===== src/rtl/keypad_matrix_driver_if.sv =====
`default_nettype none
// ============================================================================
// Module      : keypad_matrix_driver_if
// Description : Bundle between a keypad command source / row scanner and the
//               keypad_matrix_driver.
//               master : command source + scanner side (drives en, cmd_valid,
//                        cmd_index, keyboard_row; observes the rest)
//               slave  : keypad_matrix_driver side
//               Signals:
//                 en            press-start permission
//                 cmd_valid     command present
//                 cmd_ready     FIFO can accept a command
//                 cmd_index     [3:2] row, [1:0] column of key to press
//                 keyboard_row  active-low row drive from the scanner
//                 keyboard_col  active-low column sense to the scanner
//                 press_active  a key is currently held
//                 press_index   held / last-held key
//                 release_pulse one-cycle strobe at the start of each gap
//                 busy          press in progress or commands buffered
//                 fifo_count    number of buffered commands
// Revision    : 1.0 - initial release
// ============================================================================
interface keypad_matrix_driver_if #(
    parameter int FIFO_DEPTH = 4
);
    localparam int c_count_w = $clog2(FIFO_DEPTH) + 1;

    logic                 en;
    logic                 cmd_valid;
    logic                 cmd_ready;
    logic [3:0]           cmd_index;
    logic [3:0]           keyboard_row;
    logic [3:0]           keyboard_col;
    logic                 press_active;
    logic [3:0]           press_index;
    logic                 release_pulse;
    logic                 busy;
    logic [c_count_w-1:0] fifo_count;

    modport master (
        output en, cmd_valid, cmd_index, keyboard_row,
        input  cmd_ready, keyboard_col, press_active, press_index,
               release_pulse, busy, fifo_count
    );

    modport slave (
        input  en, cmd_valid, cmd_index, keyboard_row,
        output cmd_ready, keyboard_col, press_active, press_index,
               release_pulse, busy, fifo_count
    );
endinterface
`default_nettype wire


===== src/rtl/keypad_matrix_driver.sv =====
`default_nettype none
// ============================================================================
// Module      : keypad_matrix_driver
// Description : Synthesizable stand-in for a 4x4 membrane keypad. Buffers
//               key-press commands in a FIFO and replays each one as a
//               physical press (column pulled low while its row is scanned)
//               for HOLD_CYCLES, followed by a GAP_CYCLES forced release.
//               Ports:
//                 clk    system clock
//                 rst_n  synchronous active-low reset
//                 bus    keypad_matrix_driver_if.slave (command stream,
//                        row/column matrix, press status)
// Revision    : 1.0 - initial release
// ============================================================================
module keypad_matrix_driver #(
    parameter int HOLD_CYCLES = 25000,
    parameter int GAP_CYCLES  = 25000,
    parameter int FIFO_DEPTH  = 4
) (
    input  logic                  clk,
    input  logic                  rst_n,
    keypad_matrix_driver_if.slave bus
);

    localparam int c_ptr_w      = $clog2(FIFO_DEPTH);
    localparam int c_max_cycles = (HOLD_CYCLES > GAP_CYCLES) ? HOLD_CYCLES : GAP_CYCLES;
    localparam int c_cnt_w      = (c_max_cycles > 1) ? $clog2(c_max_cycles) : 1;

    localparam logic [c_cnt_w-1:0] c_hold_load = c_cnt_w'(HOLD_CYCLES - 1);
    localparam logic [c_cnt_w-1:0] c_gap_load  = c_cnt_w'(GAP_CYCLES - 1);
    localparam logic [c_ptr_w:0]   c_full      = (c_ptr_w + 1)'(FIFO_DEPTH);

    typedef enum logic [1:0] {
        ST_IDLE  = 2'd0,
        ST_PRESS = 2'd1,
        ST_GAP   = 2'd2
    } state_t;

    // ------------------------------------------------------------------
    // Command FIFO
    // ------------------------------------------------------------------
    logic [3:0]         fifo_mem_q [FIFO_DEPTH];
    logic [c_ptr_w-1:0] wr_ptr_q;
    logic [c_ptr_w-1:0] rd_ptr_q;
    logic [c_ptr_w:0]   count_q;
    logic               w_full;
    logic               w_empty;
    logic               w_push;
    logic               w_pop;

    assign w_full  = (count_q == c_full);
    assign w_empty = (count_q == '0);
    // Readiness depends only on the registered count, so a pop in the same
    // cycle never opens a slot for a simultaneous write when full.
    assign w_push  = bus.cmd_valid && !w_full;

    always_ff @(posedge clk) begin
        if (!rst_n) begin
            wr_ptr_q <= '0;
            rd_ptr_q <= '0;
            count_q  <= '0;
        end else begin
            if (w_push) begin
                wr_ptr_q <= wr_ptr_q + 1'b1;
            end
            if (w_pop) begin
                rd_ptr_q <= rd_ptr_q + 1'b1;
            end
            case ({w_push, w_pop})
                2'b10:   count_q <= count_q + 1'b1;
                2'b01:   count_q <= count_q - 1'b1;
                default: count_q <= count_q;
            endcase
        end
    end

    always_ff @(posedge clk) begin
        if (rst_n && w_push) begin
            fifo_mem_q[wr_ptr_q] <= bus.cmd_index;
        end
    end

    // ------------------------------------------------------------------
    // Press sequencer
    // ------------------------------------------------------------------
    state_t             state_q, state_d;
    logic [c_cnt_w-1:0] cnt_q, cnt_d;
    logic               press_active_q, press_active_d;
    logic [3:0]         press_index_q, press_index_d;
    logic               release_q, release_d;

    always_ff @(posedge clk) begin
        if (!rst_n) begin
            state_q        <= ST_IDLE;
            cnt_q          <= '0;
            press_active_q <= 1'b0;
            press_index_q  <= 4'd0;
            release_q      <= 1'b0;
        end else begin
            state_q        <= state_d;
            cnt_q          <= cnt_d;
            press_active_q <= press_active_d;
            press_index_q  <= press_index_d;
            release_q      <= release_d;
        end
    end

    always_comb begin
        state_d        = state_q;
        cnt_d          = cnt_q;
        press_active_d = press_active_q;
        press_index_d  = press_index_q;
        release_d      = 1'b0;
        w_pop          = 1'b0;

        case (state_q)
            ST_IDLE: begin
                // The head is read from registered storage, so a command
                // written this edge cannot be popped until the next one.
                if (bus.en && !w_empty) begin
                    w_pop          = 1'b1;
                    state_d        = ST_PRESS;
                    press_active_d = 1'b1;
                    press_index_d  = fifo_mem_q[rd_ptr_q];
                    cnt_d          = c_hold_load;
                end
            end
            ST_PRESS: begin
                if (cnt_q == '0) begin
                    state_d        = ST_GAP;
                    press_active_d = 1'b0;
                    cnt_d          = c_gap_load;
                    release_d      = 1'b1;
                end else begin
                    cnt_d = cnt_q - 1'b1;
                end
            end
            ST_GAP: begin
                if (cnt_q == '0) begin
                    state_d = ST_IDLE;
                end else begin
                    cnt_d = cnt_q - 1'b1;
                end
            end
            default: begin
                state_d = ST_IDLE;
            end
        endcase
    end

    // ------------------------------------------------------------------
    // Matrix response: purely combinational from the scanner's row drive
    // so an asynchronous scanner sees the column with no clk latency.
    // ------------------------------------------------------------------
    logic       w_row_hit;
    logic [1:0] w_row_sel;

    always_comb begin
        w_row_hit = 1'b0;
        w_row_sel = 2'd0;
        // Ascending scan: the highest low bit (lowest row number) wins.
        for (int i = 0; i < 4; i++) begin
            if (!bus.keyboard_row[i]) begin
                w_row_hit = 1'b1;
                w_row_sel = 2'(3 - i);
            end
        end
    end

    assign bus.keyboard_col = (press_active_q && w_row_hit && (w_row_sel == press_index_q[3:2]))
                            ? ~(4'b1000 >> press_index_q[1:0])
                            : 4'b1111;

    assign bus.cmd_ready     = !w_full;
    assign bus.press_active  = press_active_q;
    assign bus.press_index   = press_index_q;
    assign bus.release_pulse = release_q;
    assign bus.busy          = (state_q != ST_IDLE) || !w_empty;
    assign bus.fifo_count    = count_q;

endmodule
`default_nettype wire


===== src/flat_wrapper.sv =====
// flat-port wrapper written by rule: the top's interface ports become plain ports
module keypad_matrix_driver_flat 
#(
    parameter int HOLD_CYCLES = 25000,
    parameter int GAP_CYCLES  = 25000,
    parameter int FIFO_DEPTH  = 4
)
  (clk, rst_n, bus_en, bus_cmd_valid, bus_cmd_index, bus_keyboard_row, bus_cmd_ready, bus_keyboard_col, bus_press_active, bus_press_index, bus_release_pulse, bus_busy, bus_fifo_count);
  keypad_matrix_driver_if #(.FIFO_DEPTH(FIFO_DEPTH)) bus_i ();
  input  logic clk;
  input  logic rst_n;
  input wire logic [$bits(bus_i.en)-1:0] bus_en;
  input wire logic [$bits(bus_i.cmd_valid)-1:0] bus_cmd_valid;
  input wire logic [$bits(bus_i.cmd_index)-1:0] bus_cmd_index;
  input wire logic [$bits(bus_i.keyboard_row)-1:0] bus_keyboard_row;
  output wire logic [$bits(bus_i.cmd_ready)-1:0] bus_cmd_ready;
  output wire logic [$bits(bus_i.keyboard_col)-1:0] bus_keyboard_col;
  output wire logic [$bits(bus_i.press_active)-1:0] bus_press_active;
  output wire logic [$bits(bus_i.press_index)-1:0] bus_press_index;
  output wire logic [$bits(bus_i.release_pulse)-1:0] bus_release_pulse;
  output wire logic [$bits(bus_i.busy)-1:0] bus_busy;
  output wire logic [$bits(bus_i.fifo_count)-1:0] bus_fifo_count;
  assign bus_i.en = bus_en;
  assign bus_i.cmd_valid = bus_cmd_valid;
  assign bus_i.cmd_index = bus_cmd_index;
  assign bus_i.keyboard_row = bus_keyboard_row;
  assign bus_cmd_ready = bus_i.cmd_ready;
  assign bus_keyboard_col = bus_i.keyboard_col;
  assign bus_press_active = bus_i.press_active;
  assign bus_press_index = bus_i.press_index;
  assign bus_release_pulse = bus_i.release_pulse;
  assign bus_busy = bus_i.busy;
  assign bus_fifo_count = bus_i.fifo_count;
  keypad_matrix_driver #(.HOLD_CYCLES(HOLD_CYCLES), .GAP_CYCLES(GAP_CYCLES), .FIFO_DEPTH(FIFO_DEPTH)) u_core (.clk(clk), .rst_n(rst_n), .bus(bus_i));
endmodule

===== config.mk =====
export PLATFORM = sky130hd
export DESIGN_NAME = keypad_matrix_driver_flat
export DESIGN_NICKNAME = d
export VERILOG_FILES = /design/src/rtl/keypad_matrix_driver_if.sv /design/src/rtl/keypad_matrix_driver.sv /design/src/flat_wrapper.sv
export SDC_FILE = /design/constraint.sdc
export NUM_CORES = 1
export LEC_CHECK = 0
export CORE_MARGIN = 3
export CORE_UTILIZATION = 25
export CTS_CLUSTER_DIAMETER = 60
export CTS_CLUSTER_SIZE = 12
export DETAILED_ROUTE_END_ITERATION = 7
export PLACE_DENSITY_LB_ADDON = 0.3
export SETUP_SLACK_MARGIN = 0.2
export SLEW_MARGIN = 0
export SYNTH_ARGS = -nofsm -noshare
export SYNTH_HDL_FRONTEND = slang
export SYNTH_SLANG_ARGS = --single-unit

===== constraint.sdc =====
create_clock -name clk -period 7.1 [get_ports clk]
set_clock_uncertainty 0.15 [all_clocks]
set_input_delay 1.42 -clock clk [delete_from_list [all_inputs] [get_ports clk]]
set_output_delay 1.42 -clock clk [all_outputs]
set_load 0.1 [all_outputs]

==> flow_summary_export.csv <==
group,metric,value,unit
floorplanning,die_w,104,um
timing,period_needed,5280,ps
timing,setup_viol,0,
outcome,status,"completed",
cts,cts_tree,"done",
route,vias_per_cell,4.73,
grt,grt_pass1_wl,8.82,mm
worst_setup_path,end_kind,"primary output",
synthesis,ys.flop_type,"dfxtp_1",
final_layout,area_growth_syn_to_layout,19.7,%
grt,grt-ovfl-total,0,
synthesis,synth_seq_area_share,45.3,%
power_and_ir_drop,p_switching,571,uW
hold_path,hold_path_class,"reg2reg",
timing,rsz0062_at_grt,"false",
worst_setup_path,crit_start,"bus_keyboard_row[2]",
route,drtIter0Drc,176,
grt,grt_use_total,9.66,%
placement,port_buffers,26,
power_and_ir_drop,clkPwrFrac,13.2,%
grt,antenna_found_initial,0,
worst_setup_path,rrSetupSlack,4420,ps
timing,fmaxAchievable,189,MHz
cts,htree_levels,2,
worst_setup_path,cpPeakStageDelay,1140,ps
grt,busiest_layer,"met2",
synthesis,netlist_instances,237,
cts,cts_sinks,46,
timing,hold_viol,0,
worst_setup_path,critPathBufInv,2,
cts,cts_buffers,5,
worst_setup_path,worst-r2r-cell-count,10,
final_layout,antenna_cells,0,
floorplanning,die-area,10800,um2
timing,worst_pin_slew,979,ps
timing,fin_tns_setup,0,ps
route,drtAntennaViolNets,0,
floorplanning,die_h,104,um
worst_setup_path,worst-endpoint-required,5530,ps
worst_setup_path,slowest_stage,"clkdlybuf4s50_1",
floorplanning,row_count,35,
synthesis,syn-cell-area,2390,um2
timing,fin_crit_sh,74.4,%
synthesis,post_synth.cell_area_avg,10.1,um2
floorplanning,initial_core_util,25.7,%
grt,grtUsageMet2,15.0,%
grt,met3_usage,1.81,%
synthesis,synth_cell_types,48,
worst_setup_path,worst-path-max-fanout,4,
placement,place_area,2780,um2
route,vias,1860,
grt,grt_pass1_vias,1834,
worst_setup_path,critPathLaunchType,"primary input",
grt,grt_max_degree,42,
timing,drv_slew,0,
cts,cts_hold_buf,0,
timing,timing.slew.headroom,34.5,%
final_layout,drive_above_1_share,7.95,%
power_and_ir_drop,pwr-share-seq,32.2,%
cts,cts_buffer_depth,2,
placement,dp_hpwl,3.62,mm
route,routed_wl,5.13,mm
worst_setup_path,r2r_end,"u_core.bus.fifo_count[2]",
power_and_ir_drop,p_int,599,uW
final_layout,layout.nets,286,
power_and_ir_drop,ir_drop,292,uV
floorplanning,ios,27,
route,drc,0,
hold_path,hp-start,"u_core.state_q[0]",
worst_setup_path,crit-reg2reg-launch,"u_core.state_q[0]",
final_layout,fin_area,2860,um2
synthesis,synth-edff-count,16,
route,avgRoutedWirePerCell,13.1,um
synthesis,synth_warnings,0,
synthesis,ys_async_sr_fraction,0,%
cts,post_cts_buffers,0,
grt,grt_use_met1,13.1,%
flow_run,drv_cap,0,
worst_setup_path,arrival,3710,ps
floorplanning,core,9280,um2
cts,insertion_delay,290,ps
power_and_ir_drop,p_comb_share,54.6,%
worst_setup_path,path_cells,"clkdlybuf4s50_1 > nand4b_1 > o21ai_0 > a32o_1 > a21o_1 > nand4b_1 > clkdlybuf4s50_1",
worst_setup_path,crit_end,"bus_keyboard_col[1]",
worst_setup_path,cp.depth,7,
synthesis,synth_nets,260,
synthesis,yosys_register_bits,46,
placement,gp_congestion,0.738,
power_and_ir_drop,cellPowerDensity,409,nW/um2
worst_setup_path,crit_type,"in2out",
route,first_pass_iters,4,
cts,post_cts_resize_count,0,
cts,root_buffer,"clkbuf_8",
cts,clkTransAtPathRegs,80,ps
power_and_ir_drop,swShare,48.8,%
power_and_ir_drop,leakage,1.02,nW
worst_setup_path,crit_family,"buffers and inverters",
==> worst reg2reg max path: stages, from the launching register on <==
cell      delay [ps]
dfxtp_1          330
inv_1             80
ha_1             260
nand3_1          260
inv_1            260
ha_1             210
inv_1             60
fa_1             370
xor2_1           160
or3_1            300
a21boi_0         170
==> metrics by stage <==
step / util [%] / std cells / setup WS [ps] / total power [mW] / hold slack, ps
final: 30.8 / 393 / 1820 / 1.17 / 358
after CTS: 30.8 / 393 / 1800 / 1.18 / 363
after floorplan: - / 237 / 2650 / 0.889 / 317
after global placement: 29.9 / 385 / 1850 / 1.01 / 338
after detailed placement: 29.9 / 385 / 1810 / 1.02 / 350
after global routing: 30.8 / 393 / 1750 / 1.26 / 398
==> placed cells by master (no fill, tap or decap), types with 3 or more instances in the layout <==
cell | netlist | layout
inv_1 | 11 | 11
o211ai_1 | 3 | 3
dfxtp_1 | 30 | 30
clkdlybuf4s50_1 | 0 | 26
and3_1 | 6 | 6
a21boi_0 | 8 | 8
a21oi_1 | 6 | 6
clkbuf_8 | 0 | 5
o21ai_0 | 15 | 15
or4_1 | 3 | 3
nor2_1 | 7 | 7
xnor2_1 | 4 | 4
mux4_2 | 4 | 4
nand2_1 | 18 | 18
edfxtp_1 | 16 | 16
ha_1 | 10 | 10
or3_1 | 6 | 6
nor3_1 | 6 | 6
nand3_1 | 26 | 26
and2_1 | 8 | 8
a32o_1 | 3 | 3
nand4b_1 | 3 | 3
==> kinds of logic after synthesis <==
family                     count (synthesis)  share of synthesized area, %
and+or+nand+nor                          103                          24.9
buffers and inverters                     19                          3.46
adders and majority gates                 11                          6.08
xor gates and xnor gates                   5                          1.83
muxes                                      4                          3.77
AOI/OAI and AO/OA                         49                          14.7
DFF                                       46                          45.3
==> flip-flops by register name, summed over array words and instances (netlist names) <==
signal,flops
u_core.rd_ptr_q,2
u_core.state_q,2
u_core.bus.fifo_count,3
u_core.bus.press_index,4
u_core.fifo_mem_q,16
u_core.bus.release_pulse,1
u_core.wr_ptr_q,2
u_core.cnt_q,15
u_core.bus.press_active,1
==> layout make-up <==
type                    instances  area [um2]
repair buffers                 27         268
clock inverters                 2        10.0
well taps                     129         161
clock buffers                   6        72.6
multi-input cells             172        1220
flip-flops and latches         46        1080
inverters                      11        41.3
fillers                       977        6420
==> power groups by stage <==
stage / clock network [mW] / registers, mW / logic (mW)
CTS: 0.162 / 0.376 / 0.641
finish: 0.155 / 0.377 / 0.638
global route: 0.171 / 0.386 / 0.702
floorplan: 0 / 0.475 / 0.414
detailed placement: 0 / 0.382 / 0.639
global placement: 0 / 0.381 / 0.633
==> synth_stat cells, drive strengths merged (3+ instances only) <==
| library cell | count | share of area, % |
|---|---|---|
| a21boi | 10 | 3.1 |
| a21oi | 6 | 1.3 |
| a32o | 3 | 1.3 |
| and2 | 8 | 2.1 |
| and3 | 6 | 1.6 |
| clkbuf | 6 | 0.94 |
| dfxtp | 30 | 25 |
| edfxtp | 16 | 20 |
| ha | 10 | 5.2 |
| inv | 11 | 1.7 |
| mux4 | 4 | 3.8 |
| nand2 | 18 | 2.8 |
| nand3 | 26 | 5.4 |
| nand3b | 3 | 1.5 |
| nand4b | 3 | 1.1 |
| nor2 | 7 | 1.1 |
| nor3 | 7 | 1.7 |
| o211ai | 3 | 0.94 |
| o21ai | 15 | 3.1 |
| or3 | 9 | 2.7 |
| or4 | 4 | 1.4 |
| xnor2 | 4 | 1.5 |
==> worst min-delay path by stage <==
stage	to	slack, ps	depth (start not counted)
6_report	u_core.state_q[0]	360	2
5_1_grt	u_core.state_q[0]	400	2
4_1_cts	u_core.state_q[0]	360	2
3_5_place_dp	u_core.state_q[0]	350	2
3_3_place_gp	u_core.state_q[0]	340	2
2_1_floorplan	u_core.state_q[0]	320	2
==> layer usage <==
| metal | vias up | share of wire (%) | wire, um |
|---|---|---|---|
| met3 | 5 | 3.4 | 174 |
| met2 | 34 | 46 | 2350 |
| met4 | 0 | 1.3 | 67 |
| met5 | - | 0 | 0 |
| li1 | 931 | - | - |
| met1 | 890 | 50 | 2540 |
Note: power is estimated with default switching activity, not from simulation.
